[config.mk]
export PLATFORM = sky130hd
export DESIGN_NAME = instruction_encoder
export DESIGN_NICKNAME = d
export VERILOG_FILES = /design/src/rtl/instruction_encoder_pkg.sv /design/src/rtl/instruction_encoder_packer.sv /design/src/rtl/instruction_encoder.sv
export SDC_FILE = /design/constraint.sdc
export NUM_CORES = 1
export LEC_CHECK = 0
export ABC_AREA = 1
export BUFFER_PORTS_ARGS = -buffer_cell sky130_fd_sc_hd__buf_2
export CORE_ASPECT_RATIO = 1.4
export CORE_MARGIN = 2
export CORE_UTILIZATION = 52
export DETAILED_ROUTE_END_ITERATION = 12
export GPL_ROUTABILITY_DRIVEN = 0
export PLACE_DENSITY = 0.75
export SYNTH_ARGS = -nofsm -noshare
export SYNTH_HDL_FRONTEND = slang
export SYNTH_SLANG_ARGS = --single-unit
[constraint.sdc]
create_clock -name clock -period 4.96 [get_ports clock]
set_input_delay 0.496 -clock clock [delete_from_list [all_inputs] [get_ports clock]]
set_output_delay 0.496 -clock clock [all_outputs]
set_load 0.01 [all_outputs]
[src/rtl/instruction_encoder_pkg.sv]
// ---------------------------------------------------------------------------
// instruction_encoder_pkg
// Shared RV32I encoding definitions: base opcodes, instruction formats and
// the immediate ranges each format can carry. Used by the instruction
// encoder, its packer and the immediate decoder.
// No ports (package).
// ---------------------------------------------------------------------------
package instruction_encoder_pkg;

    // RV32I base opcodes (bits [6:0] of every instruction).
    typedef enum logic [6:0] {
        OP_LOAD      = 7'b0000011,
        OP_IMM_ARITH = 7'b0010011,
        OP_AUIPC     = 7'b0010111,
        OP_STORE     = 7'b0100011,
        OP_REG       = 7'b0110011,
        OP_LUI       = 7'b0110111,
        OP_BRANCH    = 7'b1100011,
        OP_JALR      = 7'b1100111,
        OP_JAL       = 7'b1101111
    } opcode_t;

    // Instruction formats; decides how fields are packed.
    typedef enum logic [2:0] {
        FMT_R = 3'd0,
        FMT_I = 3'd1,
        FMT_S = 3'd2,
        FMT_B = 3'd3,
        FMT_U = 3'd4,
        FMT_J = 3'd5
    } format_t;

    // Signed immediate ranges representable by each format. B and J
    // immediates are byte offsets that must also be even.
    localparam int signed IMM_I_MIN = -32'sd2048;
    localparam int signed IMM_I_MAX = 32'sd2047;
    localparam int signed IMM_S_MIN = -32'sd2048;
    localparam int signed IMM_S_MAX = 32'sd2047;
    localparam int signed IMM_B_MIN = -32'sd4096;
    localparam int signed IMM_B_MAX = 32'sd4094;
    localparam int signed IMM_J_MIN = -32'sd1048576;
    localparam int signed IMM_J_MAX = 32'sd1048574;

    // Map an opcode to its instruction format; unknown opcodes are R-type.
    function automatic format_t opcode_format(input opcode_t op);
        format_t fmt;
        case (op)
            OP_LOAD, OP_IMM_ARITH, OP_JALR: fmt = FMT_I;
            OP_STORE:                       fmt = FMT_S;
            OP_BRANCH:                      fmt = FMT_B;
            OP_AUIPC, OP_LUI:               fmt = FMT_U;
            OP_JAL:                         fmt = FMT_J;
            default:                        fmt = FMT_R;
        endcase
        return fmt;
    endfunction

    // True when a 32-bit two's-complement immediate lies within [lo, hi].
    function automatic logic imm_in_range(input logic [31:0] imm,
                                          input int signed lo,
                                          input int signed hi);
        return ($signed(imm) >= lo) && ($signed(imm) <= hi);
    endfunction

endpackage

[src/rtl/instruction_encoder_packer.sv]
// ---------------------------------------------------------------------------
// instruction_packer
// Purely combinational: selects the format from the opcode, packs the
// fields into a 32-bit RV32I word and checks that the immediate fits.
// Ports:
//   opcode, rd, rs1, rs2, funct3, funct7, immediate : instruction fields
//   instruction  : packed 32-bit word (meaningful only when immediate_ok)
//   immediate_ok : immediate is representable in the selected format
// ---------------------------------------------------------------------------
module instruction_packer
    import instruction_encoder_pkg::*;
(
    input  opcode_t     opcode,
    input  logic [4:0]  rd,
    input  logic [4:0]  rs1,
    input  logic [4:0]  rs2,
    input  logic [2:0]  funct3,
    input  logic [6:0]  funct7,
    input  logic [31:0] immediate,
    output logic [31:0] instruction,
    output logic        immediate_ok
);

    format_t format_s;

    // Format selection, field packing and immediate range check.
    always_comb begin
        format_s     = opcode_format(opcode);
        instruction  = 32'h0000_0000;
        immediate_ok = 1'b1;
        case (format_s)
            FMT_I: begin
                instruction  = {immediate[11:0], rs1, funct3, rd, opcode};
                immediate_ok = imm_in_range(immediate, IMM_I_MIN, IMM_I_MAX);
            end
            FMT_S: begin
                instruction  = {immediate[11:5], rs2, rs1, funct3,
                                immediate[4:0], opcode};
                immediate_ok = imm_in_range(immediate, IMM_S_MIN, IMM_S_MAX);
            end
            FMT_B: begin
                instruction  = {immediate[12], immediate[10:5], rs2, rs1,
                                funct3, immediate[4:1], immediate[11], opcode};
                immediate_ok = imm_in_range(immediate, IMM_B_MIN, IMM_B_MAX)
                               && (immediate[0] == 1'b0);
            end
            FMT_U: begin
                // U immediates carry only the upper 20 bits; any low bit set
                // would be silently lost, so it is an error.
                instruction  = {immediate[31:12], rd, opcode};
                immediate_ok = (immediate[11:0] == 12'h000);
            end
            FMT_J: begin
                instruction  = {immediate[20], immediate[10:1], immediate[11],
                                immediate[19:12], rd, opcode};
                immediate_ok = imm_in_range(immediate, IMM_J_MIN, IMM_J_MAX)
                               && (immediate[0] == 1'b0);
            end
            default: begin
                // R-type: immediate is not encoded, so it can never be wrong.
                instruction  = {funct7, rs2, rs1, funct3, rd, opcode};
                immediate_ok = 1'b1;
            end
        endcase
    end

endmodule

[src/rtl/instruction_encoder.sv]
// ---------------------------------------------------------------------------
// instruction_encoder
// Accepts instruction fields over a valid/ready handshake, packs them into
// RV32I words, tags each word with a running byte address and buffers the
// result in a 2-entry FIFO. Inputs whose immediate does not fit are dropped
// and counted.
// Ports:
//   clock, reset          : rising-edge clock, synchronous active-high reset
//   in_valid / in_ready   : input handshake (in_ready is registered)
//   in_opcode .. in_immediate : instruction fields
//   out_valid / out_ready : output handshake; out_instruction/out_address
//                           present the FIFO head
//   address_load(_value)  : override address of the next emitted instruction
//   error, error_count    : sticky range error, saturating reject count
//   error_clear           : clears error and error_count
// ---------------------------------------------------------------------------
module instruction_encoder
    import instruction_encoder_pkg::*;
#(
    parameter int ADDRESS_WIDTH = 8
) (
    input  logic                     clock,
    input  logic                     reset,
    input  logic                     in_valid,
    output logic                     in_ready,
    input  opcode_t                  in_opcode,
    input  logic [4:0]               in_rd,
    input  logic [4:0]               in_rs1,
    input  logic [4:0]               in_rs2,
    input  logic [2:0]               in_funct3,
    input  logic [6:0]               in_funct7,
    input  logic [31:0]              in_immediate,
    output logic                     out_valid,
    input  logic                     out_ready,
    output logic [31:0]              out_instruction,
    output logic [ADDRESS_WIDTH-1:0] out_address,
    input  logic                     address_load,
    input  logic [ADDRESS_WIDTH-1:0] address_load_value,
    output logic                     error,
    output logic [7:0]               error_count,
    input  logic                     error_clear
);

    localparam logic [ADDRESS_WIDTH-1:0] ADDR_STEP = ADDRESS_WIDTH'(3'd4);

    // FIFO kept as a shift pair: entry 0 is always the head, so the output
    // ports come straight from registers and stay stable under backpressure.
    logic                     valid0_r;
    logic                     valid1_r;
    logic [31:0]              instr0_r;
    logic [31:0]              instr1_r;
    logic [ADDRESS_WIDTH-1:0] addr0_r;
    logic [ADDRESS_WIDTH-1:0] addr1_r;

    logic [ADDRESS_WIDTH-1:0] address_r;
    logic [ADDRESS_WIDTH-1:0] address_next_s;
    logic [ADDRESS_WIDTH-1:0] tag_s;
    logic                     error_r;
    logic                     error_next_s;
    logic [7:0]               error_count_r;
    logic [7:0]               error_count_next_s;

    logic [31:0] packed_s;
    logic        immediate_ok_s;
    logic        accept_s;
    logic        push_s;
    logic        reject_s;
    logic        pop_s;

    instruction_packer u_packer (
        .opcode       (in_opcode),
        .rd           (in_rd),
        .rs1          (in_rs1),
        .rs2          (in_rs2),
        .funct3       (in_funct3),
        .funct7       (in_funct7),
        .immediate    (in_immediate),
        .instruction  (packed_s),
        .immediate_ok (immediate_ok_s)
    );

    // in_ready depends only on FIFO state, so there is no path from
    // in_valid or out_ready; a full FIFO refuses even when it is popped.
    assign in_ready        = ~valid1_r;
    assign out_valid       = valid0_r;
    assign out_instruction = instr0_r;
    assign out_address     = addr0_r;
    assign error           = error_r;
    assign error_count     = error_count_r;

    assign accept_s = in_valid & ~valid1_r;
    assign push_s   = accept_s & immediate_ok_s;
    assign reject_s = accept_s & ~immediate_ok_s;
    assign pop_s    = valid0_r & out_ready;

    // Address tagging: a load overrides the tag for this cycle's instruction.
    always_comb begin
        tag_s = address_r;
        if (address_load) begin
            tag_s = address_load_value;
        end else begin
            tag_s = address_r;
        end
        // Advance only when an instruction is actually emitted.
        address_next_s = tag_s;
        if (push_s) begin
            address_next_s = tag_s + ADDR_STEP;
        end else begin
            address_next_s = tag_s;
        end
    end

    // Error bookkeeping: a rejection in the same cycle as a clear wins.
    always_comb begin
        error_next_s       = error_r;
        error_count_next_s = error_count_r;
        if (reject_s) begin
            error_next_s = 1'b1;
            if (error_clear) begin
                error_count_next_s = 8'd1;
            end else if (error_count_r == 8'hFF) begin
                error_count_next_s = 8'hFF;
            end else begin
                error_count_next_s = error_count_r + 8'd1;
            end
        end else if (error_clear) begin
            error_next_s       = 1'b0;
            error_count_next_s = 8'd0;
        end else begin
            error_next_s       = error_r;
            error_count_next_s = error_count_r;
        end
    end

    // FIFO storage: pop shifts entry 1 forward; push fills the first free slot.
    always_ff @(posedge clock) begin
        if (reset) begin
            valid0_r <= 1'b0;
            valid1_r <= 1'b0;
            instr0_r <= 32'h0000_0000;
            instr1_r <= 32'h0000_0000;
            addr0_r  <= '0;
            addr1_r  <= '0;
        end else if (pop_s) begin
            if (valid1_r) begin
                // Full: in_ready was low, so no push can coincide here.
                instr0_r <= instr1_r;
                addr0_r  <= addr1_r;
                valid1_r <= 1'b0;
            end else if (push_s) begin
                // One entry popped and replaced: count stays at one.
                instr0_r <= packed_s;
                addr0_r  <= tag_s;
            end else begin
                valid0_r <= 1'b0;
            end
        end else if (push_s) begin
            if (valid0_r) begin
                instr1_r <= packed_s;
                addr1_r  <= tag_s;
                valid1_r <= 1'b1;
            end else begin
                instr0_r <= packed_s;
                addr0_r  <= tag_s;
                valid0_r <= 1'b1;
            end
        end
    end

    // Running emit address.
    always_ff @(posedge clock) begin
        if (reset) begin
            address_r <= '0;
        end else begin
            address_r <= address_next_s;
        end
    end

    // Sticky error flag and saturating reject counter.
    always_ff @(posedge clock) begin
        if (reset) begin
            error_r       <= 1'b0;
            error_count_r <= 8'd0;
        end else begin
            error_r       <= error_next_s;
            error_count_r <= error_count_next_s;
        end
    end

endmodule

==> out/qor.yml, run 1 <==
outcome: "complete, no violations"
max_stage_delay_ns: 0.48
wirelength_mm: 14.42
multi_input_area_um2: 3047
ys_types: 38
synth_flop_cell: "dfxtp_1"
rows: 45
die-area_um2: 11710
cts.clk_slew.worst_paths_ns: 0.07
end_kind: "flop"
wl_per_cell_um: 12.81
synth_most_common_cell: "nand2_1"
stdcell_area_um2: 6554
layout-drive-gt1-share_pct: 20.73
cp-start-kind: "input pin"
cts_buffers: 9
crit_fanout: 25
root_buffer: "clkbuf_16"
fillCellCount: 1074
tightest_slew_ns: 0.8863
setup_viol_count_final: 0
overflow: 0
io_pins: 129
fin_crit_ns: 3.106
drv_slew: 0
synthTopCellsByArea: "dfxtp_1, nand2_1, a21oi_1"
dr.pass1.iters: 5
synth_top_area_share_pct: 35.12
ys_seq_area_share_pct: 35.12
p_sw_share_pct: 30.82
p_sw_uw: 620.4
cts_max_level: 3
internal-power_uw: 1393
syn_nets: 961
p_comb_share_pct: 22.1
clock_skew_ns: 0.004410
n_antenna_cell: 0
synth_edf_count: 0
chipWidth_um: 92.04
synth.avg_cell_area_um2: 6.412
drc: 0
antenna_left: 0
cp.required_ns: 5.19
grt_max_degree: 68
clk-insertion-delay-late_ns: 0.34
async_flop_share_pct: 0
powerDensity_nw_per_um2: 307.2
nNetsFinal: 1060
placed_area_um2: 6266
pre_cts_ws_ns: 1.497
clockBufferDepth: 2
register_area_um2: 1982
critPathSlowestCell: "nor2_4"
min_path_type: "input pin to flop"
clkSinkCount: 99
tns_ns: 0
cp.arrival_ns: 3.34
synthTopCellsByCount: "nand2_1, dfxtp_1, inv_1, nor2_1, a21oi_1"
ir_worst_vdd_mv: 0.2099
fmax_ghz: 0.3220
grt_use_total_pct: 25.11
antenna_found_initial: 0
drt_iter0_markers: 320
maxCapViolations: 0
synth_warnings: 0
grt_pass1_wl_mm: 24.18
worst-setup-path-type: "input pin to flop"
clockPowerShare_pct: 33.2
via_count: 5801
core_area_um2: 10700
fin_crit_sh_pct: 62.62
grt_pass1_vias: 5173
p_leak_uw: 0.003115
syn_to_final_growth_pct: 16.14
critical_path.cell_chain: "buf_2, nand2_2, inv_2, nand4_2, nand2_4, inv_2, nand2_1, nor2_1, nor2_2, nand2_2, nand2_4, nand2_8, ha_1, nor2_4, buf_4, nand3_2, nand2_1, nor2_2"
post_cts_buffers: 0
synthCells: 880
synth_seq_cells: 99
start_util_pct: 52.75
ctsResizeCount: 0
hold_violations: 0
fin_ws_ns: 1.854
syn_area_um2: 5643
p_seq_share_pct: 44.6
cts_hold_buf: 0
dieHeight_um: 127.3
drt-vias-per-instance: 5.156
yosysTopAreaCell: "dfxtp_1"
dp_hpwl_mm: 10.76
numPortBuffers: 128
cts_tree: "done"
maxSlewHeadroom_pct: 40.83
rsz0062_at_grt: "false"
## worst max-delay path, delay by kind of cell
kind | cells | cell delay [ns]
fa+ha+maj | 1 | 0.25
buf+inv | 4 | 0.66
simple gates | 13 | 1.89
## per-layer routing
metal	up-vias	global-route usage, %	part of all wire (%)
met5	-	0	0
met4	0	6.760	1.4
met1	2586	33.28	45
met3	21	3.538	5.6
li1	3013	-	-
met2	181	42.99	48
## cell type report
| cell class | count | area share (%) |
|---|---|---|
| well taps | 141 | 2.692 |
| repair buffers | 133 | 10.35 |
| inverters | 102 | 5.842 |
| clock inverters | 5 | 0.5346 |
| clock buffers | 11 | 3.856 |
| flip-flops and latches | 99 | 30.24 |
| multi-input cells | 634 | 46.49 |
## flip-flops by register name (all words and copies together), names as in the netlist
name	count
addr1_r	8
out_address	8
out_valid	1
instr1_r	32
error_count	8
error	1
out_instruction	32
valid1_r	1
address_r	8
## metrics by stage
| step | total power [uW] | util (%) | cells | hold WS [ns] |
|---|---|---|---|---|
| final | 2013 | 61.26 | 1125 | 0.4142 |
| after floorplan | 1228 | - | 880 | 0.4247 |
| after global routing | 2122 | 61.26 | 1125 | 0.4339 |
| after CTS | 2029 | 61.26 | 1125 | 0.4065 |
| after detailed placement | 1362 | 58.57 | 1109 | 0.4412 |
| after global placement | 1355 | 58.57 | 1109 | 0.4377 |
## placed cells by master (no fill, tap or decap), types with 11 or more instances in the layout
cell,instances
a21oi_1,77
dfxtp_1,99
nand3_1,41
inv_2,11
nand2_1,254
nand3_2,14
o21ai_1,18
o21ai_0,67
nor2_1,89
buf_2,128
inv_1,91
## kinds of logic after synthesis
kind of cell	count (synthesis)	share of synthesized area (%)
compound gates	189	18.27
xor+xnor	3	0.4657
fa+ha+maj	3	0.6653
mux	5	0.8870
simple gates	434	33.53
flops	99	35.12
buf+inv	147	11.06
## final timing paths
check                                  from                               end  slack, ns  cells after the start
hold reg to reg   instr1_r[25]$_SDFFE_PP0P_         instr1_r[25]$_SDFFE_PP0P_       0.45                      2
setup reg to reg      valid1_r$_SDFFE_PP0P_  out_instruction[18]$_SDFFE_PP0P_       2.53                      8
setup / recovery               in_opcode[1]  out_instruction[18]$_SDFFE_PP0P_       1.85                     18
hold / removal                 in_opcode[4]          instr1_r[4]$_SDFFE_PP0P_       0.41                      3
## power groups by stage
stage	sequential (uW)	clock (uW)	combinational, uW
after global routing	906	711	505
after detailed placement	917	0	445
after CTS	899	683	447
after global placement	916	0	438
after floorplan	933	0	295
final	898	669	445
(Power assumes the default switching activity.)
==> run 2, diff against run 1 <==
--- a/config.mk
+++ b/config.mk
@@ -5,11 +5,11 @@
 export SDC_FILE = /design/constraint.sdc
 export NUM_CORES = 1
 export LEC_CHECK = 0
-export ABC_AREA = 1
+export ABC_AREA = 0
 export BUFFER_PORTS_ARGS = -buffer_cell sky130_fd_sc_hd__buf_2
 export CORE_ASPECT_RATIO = 1.4
 export CORE_MARGIN = 2
-export CORE_UTILIZATION = 52
+export CORE_UTILIZATION = 49
 export DETAILED_ROUTE_END_ITERATION = 12
 export GPL_ROUTABILITY_DRIVEN = 0
 export PLACE_DENSITY = 0.75
==> constraint.sdc (replaced) <==
create_clock -name clock -period 2.5 [get_ports clock]
set_input_delay 0.25 -clock clock [delete_from_list [all_inputs] [get_ports clock]]
set_output_delay 0.25 -clock clock [all_outputs]
set_load 0.01 [all_outputs]
==> out/qor.yml, run 2 <==
outcome: "complete, no violations"  # unchanged
chipWidth_um: 92.07  # was 92.04 um
overflow: 0  # unchanged
rsz0062_at_grt: "false"  # unchanged
wirelength_mm: 15.31  # was 14.42 mm
layout-drive-gt1-share_pct: 33.86  # was 20.73%
layout_common_cells: "buf_2, dfxtp_1, nor2_1, buf_4, o21ai_0"  # was nand2_1, buf_2, dfxtp_1, inv_1, nor2_1
drv_slew: 0  # unchanged
ys_seq_area_share_pct: 37.25  # was 35.12%
tightest_slew_ns: 0.8148  # was 0.8863 ns
clockBufferDepth: 2  # unchanged
synthCells: 609  # was 880
cts_tree: "done"  # unchanged
drt_iter0_markers: 337  # was 320
fin_crit_ns: 2.363
ys_types: 59  # was 38
maxSlewHeadroom_pct: 45.27  # was 40.83%
cp.required_ns: 2.77  # was 5.19 ns
syn_area_um2: 5320  # was 5643 um2
p_sw_uw: 1136  # was 620.4 uW
cp-startpoint: "in_immediate[17]"  # was in_opcode[1]
drt-vias-per-instance: 5.925  # was 5.156
synth_warnings: 0  # unchanged
dp_cells: 887  # was 1109
dr.pass1.iters: 6  # was 5
min_path_type: "input pin to flop"  # unchanged
worstReg2RegStart: "valid1_r$_SDFFE_PP0P_"  # unchanged
fin_crit_sh_pct: 94.52
p_leak_uw: 0.002833  # was 0.003115 uW
n_antenna_cell: 0  # unchanged
p_sw_share_pct: 28.79  # was 30.82%
p_comb_share_pct: 20.0  # was 22.1%
rows: 45  # unchanged
cts_hold_buf: 0  # unchanged
drc: 0  # unchanged
cts_max_level: 3  # unchanged
fin_ws_ns: 0.1371  # was 1.854 ns
final_common_cell: "buf_2"  # was nand2_1
powerDensity_nw_per_um2: 584.6  # was 307.2 nW/um2
synth_top_area_share_pct: 37.25  # was 35.12%
cp.arrival_ns: 2.63  # was 3.34 ns
root_buffer: "clkbuf_16"  # unchanged
internal-power_uw: 2810  # was 1393 uW
clk-insertion-delay-late_ns: 0.35  # was 0.34 ns
core_area_um2: 10700  # unchanged
hp-start: "address_load_value[1]"  # was in_opcode[4]
grt_pass1_wl_mm: 24.65  # was 24.18 mm
fmax_ghz: 0.4232
dp_hpwl_mm: 11.38  # was 10.76 mm
numPortBuffers: 128  # unchanged
synthTopCellsByCount: "dfxtp_1, nor2_1, o21ai_0, a21oi_1, mux2i_1"  # was nand2_1, dfxtp_1, inv_1, nor2_1, a21oi_1
end_kind: "flop"  # unchanged
wl_per_cell_um: 16.96  # was 12.81 um
antenna_found_initial: 0  # unchanged
synth_seq_cells: 99  # unchanged
via_count: 5350  # was 5801
grt_use_total_pct: 26.24  # was 25.11%
die-area_um2: 11720  # was 11710 um2
clock_skew_ns: 0.006573  # was 0.004410 ns
ctsResizeCount: 0  # unchanged
cts.clk_slew.worst_paths_ns: 0.07  # about the same
post_cts_buffers: 0  # unchanged
async_flop_share_pct: 0  # unchanged
p_seq_share_pct: 43.9  # was 44.6%
grt_max_degree: 53  # was 68
nNetsFinal: 838  # was 1060
io_pins: 129  # unchanged
worst-setup-path-type: "input pin to flop"  # unchanged
synth_edf_count: 0  # unchanged
maxCapViolations: 0  # unchanged
synth.avg_cell_area_um2: 8.736  # was 6.412 um2
start_util_pct: 49.73  # was 52.75%
ir_worst_vdd_mv: 0.3893  # was 0.2099 mV
synth_flop_cell: "dfxtp_1"  # unchanged
setup_viol_count_final: 0  # unchanged
pre_cts_ws_ns: -0.1859  # was 1.497 ns
cts_buffers: 9  # unchanged
placed_area_um2: 6447  # was 6266 um2
clockPowerShare_pct: 36.1  # was 33.2%
clkSinkCount: 99  # unchanged
stdcell_area_um2: 6749  # was 6554 um2
crit_fanout: 13  # was 25
syn_nets: 690  # was 961
yosysTopAreaCell: "dfxtp_1"  # unchanged
dieHeight_um: 127.3  # about the same
hold_violations: 0  # unchanged
cp-start-kind: "input pin"  # unchanged
fin_cells: 903  # was 1125
syn_to_final_growth_pct: 26.86  # was 16.14%
grt_pass1_vias: 5110  # was 5173
fin_hold_ws_ns: 0.2190  # was 0.4142 ns
antenna_left: 0  # unchanged
synthTopCellsByArea: "dfxtp_1, a211oi_2, mux2i_1"  # was dfxtp_1, nand2_1, a21oi_1
synth_most_common_cell: "dfxtp_1"  # was nand2_1
==> run 2: changes by cell type after synthesis, sizes merged, moves of 17 or more <==
cell,previous run,this run
nand2,264,14
inv,102,6
a21oi,88,38
nand3,55,5
a211oi,0,37
mux2i,5,34
nor2b,0,28
a211o,0,23
o21ai,85,68
==> run 2: power groups by stage <==
stage,registers (uW),logic [uW],clock network [uW]
detailed placement,1770,782,0
finish,1730,789,1420
global placement,1760,759,0
floorplan,1780,442,0
CTS,1730,786,1440
global route,1740,858,1500
==> run 2: worst paths after layout <==
check / to / slack, ns / cells after the start
max: out_instruction[4]$_SDFFE_PP0P_ / 0.14 / 11
min reg2reg: out_address[6]$_SDFFE_PP0P_ / 0.47 / 2
max reg2reg: out_address[2]$_SDFFE_PP0P_ / 0.62 / 5
min: address_r[1]$_SDFF_PP0_ / 0.22 / 3
==> run 2: cell type report <==
type,instances,area [um2]
Sequential cell,99,1982
Timing Repair Buffer,190,1171
Inverter,6,22.52
Clock inverter,6,72.57
Fill cell,937,3949
Multi-Input combinational cell,451,3095
Clock buffer,10,229.0
Tap cell,141,176.4
==> run 2: worst max-delay path: stages <==
cell and delay, ns:
buf_2 0.10, or4_4 0.54, nor4b_2 0.27, a32o_2 0.18, o221a_4 0.21, o31ai_4 0.08, ha_2 0.21, nor2_4 0.11
o21ai_4 0.13, or3_1 0.38, a21oi_1 0.16
==> run 2: kinds of logic (layout without fill, tap and decap cells) <==
kind of cell | count (synthesis) | after routing | synth area share (%)
simple gates | 200 | 200 | 19.78
flops | 99 | 99 | 37.25
buf+inv | 59 | 212 | 5.574
compound gates | 211 | 211 | 29.70
xor+xnor | 1 | 1 | 0.1647
fa+ha+maj | 3 | 3 | 0.7056
mux | 36 | 36 | 6.820
==> run 2: through the flow <==
stage                     total power [uW]  setup TNS, ns  util, %
after floorplan                       2225        -0.2119        -
after global placement                2522         -2.964    60.27
after detailed placement              2548         -5.066    60.27
after CTS                             3959              0    63.09
after global routing                  4101              0    63.09
final                                 3946              0    63.09
==> run 2: layer usage <==
layer,global-route usage [%],up-vias,routed length (um)
met3,5.366,37,1193
met2,45.63,259,7578
met5,0,-,0
met1,30.77,2502,6019
li1,-,2552,-
met4,12.55,0,521
==> run 3, diff against run 2 <==
--- a/config.mk
+++ b/config.mk
@@ -9,10 +9,11 @@
 export BUFFER_PORTS_ARGS = -buffer_cell sky130_fd_sc_hd__buf_2
 export CORE_ASPECT_RATIO = 1.4
 export CORE_MARGIN = 2
-export CORE_UTILIZATION = 49
+export CORE_UTILIZATION = 50
+export CTS_BUF_LIST = sky130_fd_sc_hd__clkbuf_4
 export DETAILED_ROUTE_END_ITERATION = 12
 export GPL_ROUTABILITY_DRIVEN = 0
-export PLACE_DENSITY = 0.75
+export PLACE_DENSITY = 0.76
 export SYNTH_ARGS = -nofsm -noshare
 export SYNTH_HDL_FRONTEND = slang
 export SYNTH_SLANG_ARGS = --single-unit
==> out/qor.yml, run 3 (synthesis gave the netlist of run 2 again) <==
met1_length_mm: 6.042  # was 6.019 mm
rsz0062_at_grt: "false"  # unchanged
fmax_ghz: 0.4417  # was 0.4232 GHz
antenna_left: 0  # unchanged
numPortBuffers: 128  # unchanged
wirelength_mm: 14.82  # was 15.31 mm
core_area_um2: 10350  # was 10700 um2
cts_max_level: 3  # unchanged
fin_hold_ws_ns: 0.1226  # was 0.2190 ns
worst-setup-path-type: "input pin to flop"  # unchanged
post_cts_buffers: 0  # unchanged
multi_input_area_um2: 3095  # unchanged
grt_pass1_vias: 5088  # was 5110
powerDensity_nw_per_um2: 512.1  # was 584.6 nW/um2
root_buffer: "clkbuf_4"  # was clkbuf_16
drt_iter0_markers: 372  # was 337
die-area_um2: 11490  # was 11720 um2
outcome: "complete, no violations"  # unchanged
cts_tree: "done"  # unchanged
fin_cells: 897  # was 903
final_common_cell: "buf_2"  # unchanged
clockBufferDepth: 2  # unchanged
fin_crit_sh_pct: 90.56  # was 94.52%
crit_fanout: 16  # was 13
io_pins: 129  # unchanged
cts.clk_slew.worst_paths_ns: 0.14  # was 0.07 ns
cts_hold_buf: 0  # unchanged
rows: 44  # was 45
dr.pass1.iters: 6  # unchanged
dp_hpwl_mm: 11.08  # was 11.38 mm
cts_buffers: 9  # unchanged
start_util_pct: 51.40  # was 49.73%
maxSlewHeadroom_pct: 49.13  # was 45.27%
tightest_slew_ns: 0.7573  # was 0.8148 ns
met3_length_um: 953  # was 1.193 mm
wl_per_cell_um: 16.52  # was 16.96 um
cp.required_ns: 2.87  # was 2.77 ns
drc: 0  # unchanged
clock_skew_ns: 0.01487  # was 0.006573 ns
fillCellCount: 938  # was 937
dieHeight_um: 126.1  # was 127.3 um
via_count: 5337  # was 5350
overflow: 0  # unchanged
drt-vias-per-instance: 5.950  # was 5.925
tns_ns: 0  # unchanged
grt_use_total_pct: 26.09  # was 26.24%
p_leak_uw: 0.002750  # was 0.002833 uW
ir_worst_vdd_mv: 0.2632  # was 0.3893 mV
cp.arrival_ns: 2.64  # was 2.63 ns
grt_max_degree: 74  # was 53
setup_viol_count_final: 0  # unchanged
nNetsFinal: 834  # was 838
register_area_um2: 1982  # unchanged
fin_crit_ns: 2.264  # was 2.363 ns
dr.max_layer_used: "met4"  # unchanged
clkSinkCount: 99  # unchanged
drv_slew: 0  # unchanged
layout-drive-gt1-share_pct: 33.51  # was 33.86%
maxCapViolations: 0  # unchanged
layout_common_cells: "buf_2, dfxtp_1, nor2_1, buf_4, o21ai_0"  # unchanged
ctsResizeCount: 0  # unchanged
antenna_found_initial: 1  # was 0
wl_met2_mm: 7.260  # was 7.578 mm
syn_to_final_growth_pct: 22.93  # was 26.86%
total_power_uw: 3349  # was 3946 uW
dp_cells: 880  # was 887
chipWidth_um: 91.18  # was 92.07 um
clk-insertion-delay-late_ns: 0.44  # was 0.35 ns
hold_violations: 0  # unchanged
end_kind: "flop"  # unchanged
min_path_type: "input pin to flop"  # unchanged
cp-start-kind: "input pin"  # unchanged
grt_pass1_wl_mm: 24.49  # was 24.65 mm
[run 3: path summary, 6_finish.rpt]
kind	to	startpoint	slack (ns)	cells past startpoint
setup / recovery	out_instruction[6]$_SDFFE_PP0P_	in_immediate[17]	0.24	11
hold reg to reg	out_instruction[3]$_SDFFE_PP0P_	out_instruction[3]$_SDFFE_PP0P_	0.48	2
setup reg to reg	instr1_r[19]$_SDFFE_PP0P_	out_valid$_SDFFE_PP0P_	0.63	6
hold / removal	address_r[1]$_SDFF_PP0_	address_load_value[1]	0.12	3
[run 3: through the flow]
step | util [%] | setup slack, ns | instance area (um2)
global route | 63.19 | 0.1063 | 6540
CTS | 63.16 | 0.2418 | 6538
finish | 63.19 | 0.2360 | 6540
global placement | 61.85 | -0.1150 | 6401
floorplan | - | -0.02119 | 5374
detailed placement | 61.85 | -0.2231 | 6401
[run 3: power by group]
group          internal (uW)  leakage, uW  switching, uW  total, uW
logic                    334      0.00187            439        773
registers               1680     0.000806           50.0       1730
clock network            323    0.0000705            522        845
[run 3: worst max-delay path, cell delays in order]
cell and delay (ns):
buf_2 0.11, or4_4 0.55, nor4b_2 0.26, a32o_2 0.19, o221a_4 0.20, o31ai_4 0.08
ha_2 0.21, nor2_4 0.11, o21ai_4 0.14, or3_1 0.37, a21oi_1 0.17
[run 3: final cells by class]
class,count,area share (%)
timing repair buffer,186,17.26
multi-input combinational,451,47.33
clock inverter,5,0.8227
tap,138,2.640
inverter,6,0.3444
clock buffer,11,1.263
sequential,99,30.30
antenna,1,0.03826
[run 3: routing by layer]
layer,track usage [%],up-vias
met5,0,-
met4,12.57,0
met3,3.110,48
met2,44.62,255
met1,32.49,2472
li1,-,2562
